==> src/rtl/tl_traffic_model.sv <==
// Intersection traffic model: the sensor side of a two-street traffic-light
// controller. It reads the light codes, keeps one car queue per street and
// reports occupancy, departures, overflow and unsafe light combinations.
//
// Light encoding shared by both streets: 2'b00 green, 2'b01 yellow,
// 2'b10 red, 2'b11 illegal.

// One street: car queue counter plus crossing timer.
module tl_traffic_street #(
    parameter int QW         = 4,
    parameter int DEPART_CYC = 2
) (
    input  logic          clk,
    input  logic          reset_n,
    input  logic          i_arr,
    input  logic [1:0]    i_light,
    output logic [QW-1:0] o_q,
    output logic          o_dep,
    output logic          o_ovf
);
    // Timer only needs to reach DEPART_CYC-1; keep at least one bit.
    localparam int            TW      = (DEPART_CYC > 1) ? $clog2(DEPART_CYC) : 1;
    localparam logic [QW-1:0] QMAX    = {QW{1'b1}};
    localparam logic [TW-1:0] T_LAST  = TW'(DEPART_CYC - 1);
    localparam logic [1:0]    L_GREEN = 2'b00;

    logic [QW-1:0] r_q;
    logic [TW-1:0] r_t;
    logic          r_dep;
    logic          r_ovf;

    logic w_green;
    logic w_busy;
    logic w_full;
    logic w_depart;

    assign w_green  = (i_light == L_GREEN);
    assign w_busy   = (r_q != '0);
    assign w_full   = (r_q == QMAX);
    // A car leaves once it has seen DEPART_CYC consecutive green edges.
    assign w_depart = w_green && w_busy && (r_t == T_LAST);

    // Crossing timer: advances on green with a waiting car, otherwise any
    // partial crossing is thrown away.
    always_ff @(posedge clk or negedge reset_n) begin
        if (!reset_n) begin
            r_t <= '0;
        end else if (w_green && w_busy && !w_depart) begin
            r_t <= r_t + 1'b1;
        end else begin
            r_t <= '0;
        end
    end

    // Queue count: arrival and departure in the same edge cancel out, which
    // is also why a full queue does not overflow on a departure edge.
    always_ff @(posedge clk or negedge reset_n) begin
        if (!reset_n) begin
            r_q <= '0;
        end else begin
            case ({i_arr, w_depart})
                2'b10: if (!w_full) r_q <= r_q + 1'b1;
                2'b01: r_q <= r_q - 1'b1;
                default: r_q <= r_q;
            endcase
        end
    end

    // Departure pulse and sticky overflow flag.
    always_ff @(posedge clk or negedge reset_n) begin
        if (!reset_n) begin
            r_dep <= 1'b0;
            r_ovf <= 1'b0;
        end else begin
            r_dep <= w_depart;
            if (i_arr && !w_depart && w_full) begin
                r_ovf <= 1'b1;
            end
        end
    end

    assign o_q   = r_q;
    assign o_dep = r_dep;
    assign o_ovf = r_ovf;
endmodule


==> config.mk <==
export PLATFORM = sky130hd
export DESIGN_NAME = tl_traffic_street
export DESIGN_NICKNAME = d
export VERILOG_FILES = /design/src/rtl/tl_traffic_model.sv
export SDC_FILE = /design/constraint.sdc
export NUM_CORES = 1
export LEC_CHECK = 0
export BUFFER_PORTS_ARGS = -buffer_cell sky130_fd_sc_hd__clkbuf_2
export CAP_MARGIN = 20
export CORE_AREA = 5 5 42 44
export CTS_CLUSTER_DIAMETER = 200
export DETAILED_ROUTE_END_ITERATION = 10
export DIE_AREA = 0 0 47 49
export PLACE_DENSITY = 0.58
export REMOVE_ABC_BUFFERS = 1
export SYNTH_ARGS = -nofsm -noshare
export SYNTH_HDL_FRONTEND = slang
export SYNTH_SLANG_ARGS = --single-unit
==> constraint.sdc <==
create_clock -name clk -period 3.71 [get_ports clk]
set_clock_uncertainty 0.15 [all_clocks]
set_input_delay 0.5565 -clock clk [delete_from_list [all_inputs] [get_ports clk]]
set_output_delay 0.5565 -clock clk [all_outputs]
set_load 0.01 [all_outputs]
=== Word-level counts from Yosys, hierarchy flattened ===
Cells that the tools add are included.
Widths: inputs -> output; s select.

* Register bits: 7
* Bits in latches: 0
* Bits in writable memories: 0
* ROM bits: 0
* Input bits: 5
* Memories: 0

* $add $sub $neg: 3
* Multiply operators: 0
* Divide/modulo/power cells: 0
* $lt $le $gt $ge: 0
* Equal/unequal tests: 4
* Shift-type cells: 0
* Multiplexer cells: 3
* Bitwise logic cells: 0
* Reduce and logical (&&, ||, !) cells: 10

{| class="wikitable"
|+ Operator list
! operator !! count
|-
| $pmux 4 s2 || 1
|-
| $logic_and 1x1->1 || 5
|-
| $add 4x1->4 const B || 1
|-
| $eq 4x4->1 const B || 1
|-
| $mux 4 || 1
|-
| $reduce_bool 4->1 || 1
|-
| $sub 4x1->4 const B || 1
|-
| $eq 2x1->1 const B || 1
|-
| $eq 2x2->1 const B || 1
|-
| $logic_not 2->1 || 1
|-
| $ne 2x2->1 const B || 1
|-
| $reduce_and 2->1 || 1
|-
| $reduce_bool 2->1 || 1
|-
| $add 1x1->1 const B || 1
|-
| $logic_not 1->1 || 1
|-
| $mux 1 || 1
|}

=== Depth between registers and ports, before layout ===
* Word-level depth: 6
* Gate-level depth with buffers: 9
* Mapped depth without buffers: 8

=== Worst setup path after synthesis ===
No wires, ideal clock.

* Kind: input -> register
* From: input port i_light[1]
* To: register r_q[2], in the netlist o_q[2]
* Library setup time: 0.128 ns
* Data arrival time: 2.005 ns
* Required time: 3.432 ns
* Slack: 1.427 ns
* Stages on the path: 8
* Cells stage by stage: nor3b_1 > nand2_4 > nor2_1 > xor2_1 > ha_1 > nor3_1 > a22oi_2 > xnor2_1

* Cells in the longest elaborated chain, start to end: 6
* Elaborated cells on any way between the ends: 9
* Classes of those cells: 3 x eq/ne; 1 x mux; 5 x reduce/logical

{| class="wikitable"
|+ RTL lines
! item !! RTL line !! text
|-
| from (decl) || 16 || <nowiki>input logic [1:0] i_light,</nowiki>
|-
| $logic_not 2->1 * || 37 || <nowiki>assign w_green = (i_light == L_GREEN);</nowiki>
|-
| $logic_and 1x1->1 * (2 in a row) || 41 || <nowiki>assign w_depart = w_green && w_busy && (r_t == T_LAST);</nowiki>
|-
| $eq 2x2->1 or $eq 2x1->1 (tied branches) || 61 || <nowiki>case ({i_arr, w_depart})</nowiki>
|-
| $ne 2x2->1 (no line) or $reduce_bool 2->1 (tied branches) || n/a ||
|-
| $reduce_and 2->1 (no line) || n/a ||
|-
| to (signal assigned) || 62 || <nowiki>2'b10: if (!w_full) r_q <= r_q + 1'b1;</nowiki>
|-
| to (signal assigned) || 63 || <nowiki>2'b01: r_q <= r_q - 1'b1;</nowiki>
|-
| to (signal assigned) || 64 || <nowiki>default: r_q <= r_q;</nowiki>
|-
| to (decl) || 27 || <nowiki>logic [QW-1:0] r_q;</nowiki>
|}

Mark *: on every way between the ends. The rest lies on a longest branch, timed or not.
A chain may end at the register's enable or synchronous reset.

=== Worst setup path in the final report ===
* From: register r_q[1], in the netlist o_q[1]
* To: register r_q[2], in the netlist o_q[2]

* Cells in the longest elaborated chain, start to end: 6
* Elaborated cells on any way between the ends: 13
* Classes of those cells: 2 x add/sub; 4 x eq/ne; 2 x mux; 5 x reduce/logical

{| class="wikitable"
|+ RTL lines
! item
|-
| parallel branches: the longest is 6 deep, another holds $add 4x1->4
|}

Parallel ways; which one is timed is not known. The select of a mux whose other input is x is not followed.

==> out/results.tsv <==
metric	value	unit
grt_pass1_wl	1370	um
fp.dieH	49	um
drc	0	
cts_buffers	3	
synth_area_leaders	dfrtp_1 44%, xnor2_1 4.4%, a211oi_1 3.8%	
worstMarginPinSlew	689	ps
status	finished, final reports clean	
crit_type	flip-flop to flip-flop	
cts_num_sinks	7	
slew_viol_final	0	
synth_warnings	0	
drt_iter0_drc	8	
io_buffers	10	
wl	807	um
routedWlPerCell	12.4	um
max_cap_viol_count	0	
hold_depth	1	
fmax	0.439	GHz
cts.htree.levels	1	
nets	56	
crit_arrival	2270	ps
area_growth	23.0	%
ys_types	25	
worstHoldEndpoint	r_t	
netlist_instances	36	
insertion_delay	260	ps
vias_per_cell	4.89	
reg2reg_to	o_q[2]	
r2r_start	o_q[1]	
pin_count	11	
worstPathMaxFanout	9	
core_area	1400	um^2
die-area	2300	um^2
antenna_cells	0	
r2r_cells	8	
hold_slack	279	ps
grt_pass1_vias	320	
r2r_slack	1430	ps
synth.avg_cell_area	11.0	um^2
initial_core_util	0.283	
setup_viol	0	
routed-via-count	318	
ant_nets	0	
start_kind	flip-flop	
cts_tree	built	
finalCritPeriodShare	0.615	
rsz0062_at_grt	no	
placement_rows	14	
cts_setup_buffers	0	
fin_tns_setup	0	ps
die_w	47	um
yosysTopAreaCellShare	0.442	
dr.pass1.iters	4	
power.density	729	nW/um^2
gr-total-overflow	0	
static-leakage-power	0.000223	uW
clockBufferDepth	2	
critPathRequiredTime	3700	ps
period_needed	2280	ps
worstHoldStart	r_t	
place.gp.congestion	0.725	
hp-class	flip-flop to flip-flop	
antenna_found_initial	0	
ys_ff_latch	7	
grt_usage	0.0836	
peakVddDrop	242	uV
seq_area_frac_synth	0.442	
clkTransAtPathRegs	50	ps
hold_violations	0	
synth_area_leader_cell	dfrtp_1	
clock_tree.root_cell	clkbuf_4	
synth_area	397	um^2
critPathCaptureType	flip-flop	
slew_headroom	0.540	
dpl.hpwl	595	um
grt_max_degree	10	
drive_gt1_frac	0.388	
cell families after synthesis:
kind of cell / count (synthesis) / share of synthesized area
muxes: 1 / 0.0252
xor gates and xnor gates: 3 / 0.0663
and+or+nand+nor: 10 / 0.180
buffers and inverters: 4 / 0.0568
adders and majority gates: 1 / 0.0315
DFF: 7 / 0.442
AOI/OAI and AO/OA: 10 / 0.199
sequential cells by signal, summed over array words and instances (netlist names):
signal / count
o_q: 4
o_dep: 1
o_ovf: 1
r_t: 1
placed cells by master (no fill, tap or decap), types with 2 or more instances in the layout:
cell type / instances
clkbuf_2: 10
a21oi_1: 2
dfrtp_1: 7
nor2_1: 2
a211oi_1: 2
xnor2_1: 2
clkbuf_4: 3
nor3_1: 2
per-stage QoR:
stage / cell area (um^2) / util / setup WS (ps) / total power (uW) / cells
floorplan: 382 / - / 1420 / 234 / 34
global placement: 452 / 0.322 / 1150 / 284 / 60
detailed placement: 452 / 0.322 / 1150 / 287 / 60
CTS: 488 / 0.348 / 1420 / 360 / 65
global route: 488 / 0.348 / 1290 / 378 / 65
finish: 488 / 0.348 / 1430 / 356 / 65
cell usage after synthesis:
master	n
nor3_1	2
a22oi_2	1
o22ai_1	1
inv_1	1
nand2_4	1
dfrtp_1	7
or4_4	1
a41oi_1	1
buf_6	1
a211oi_1	2
mux2i_1	1
ha_1	1
a31o_2	1
xnor2_1	2
nor2_1	2
and4_1	1
xor2_1	1
a21oi_1	2
nor4b_1	1
a211oi_2	1
nor2b_1	1
clkbuf_1	1
nor3b_1	1
inv_2	1
o21ai_0	1
worst max-delay path, cell delays in order (launching register included):
cell,delay [ps]
dfrtp_1,470
or4_4,600
nand2_4,100
nor2_1,70
xor2_1,150
ha_1,210
nor3_1,170
a22oi_2,110
xnor2_1,130
where the power goes:
part	total, uW	switching (uW)	internal [uW]
Sequential	146	41.7	104
Combinational	138	66.6	71.7
Clock	71.5	30.3	41.2
routing by layer:
| layer | routed length (um) | part of all wire | track usage |
|---|---|---|---|
| met1 | 369 | 0.46 | 0.108 |
| met3 | 50 | 0.062 | 0.0221 |
| met4 | 9 | 0.011 | 0.0691 |
| met2 | 377 | 0.47 | 0.111 |
| met5 | 0 | 0 | 0 |
timing repair:
action | 4_1_cts | 5_1_grt
resized for setup | 0 | 0
hold buffers | 1 | 0
hold endpoints to repair | 7 | 0
area by class of cell:
type | count | area, um^2
Clock buffer | 4 | 26.3
Sequential cell | 7 | 175
Timing Repair Buffer | 11 | 60.1
Multi-Input combinational cell | 25 | 199
Tap cell | 16 | 20.0
Fill cell | 152 | 913
Inverter | 2 | 7.51
worst max path at each step:
| stage | startpoint | endpoint | cells after the start |
|---|---|---|---|
| after floorplan | i_light[1] | o_q[2] | 8 |
| after global placement | i_light[1] | o_q[2] | 9 |
| after detailed placement | i_light[1] | o_q[2] | 9 |
| after CTS | i_light[1] | o_q[2] | 9 |
| after global routing | i_light[1] | o_q[2] | 9 |
| final | o_q[1] | o_q[2] | 8 |
Note: power is estimated with default switching activity, not from simulation.
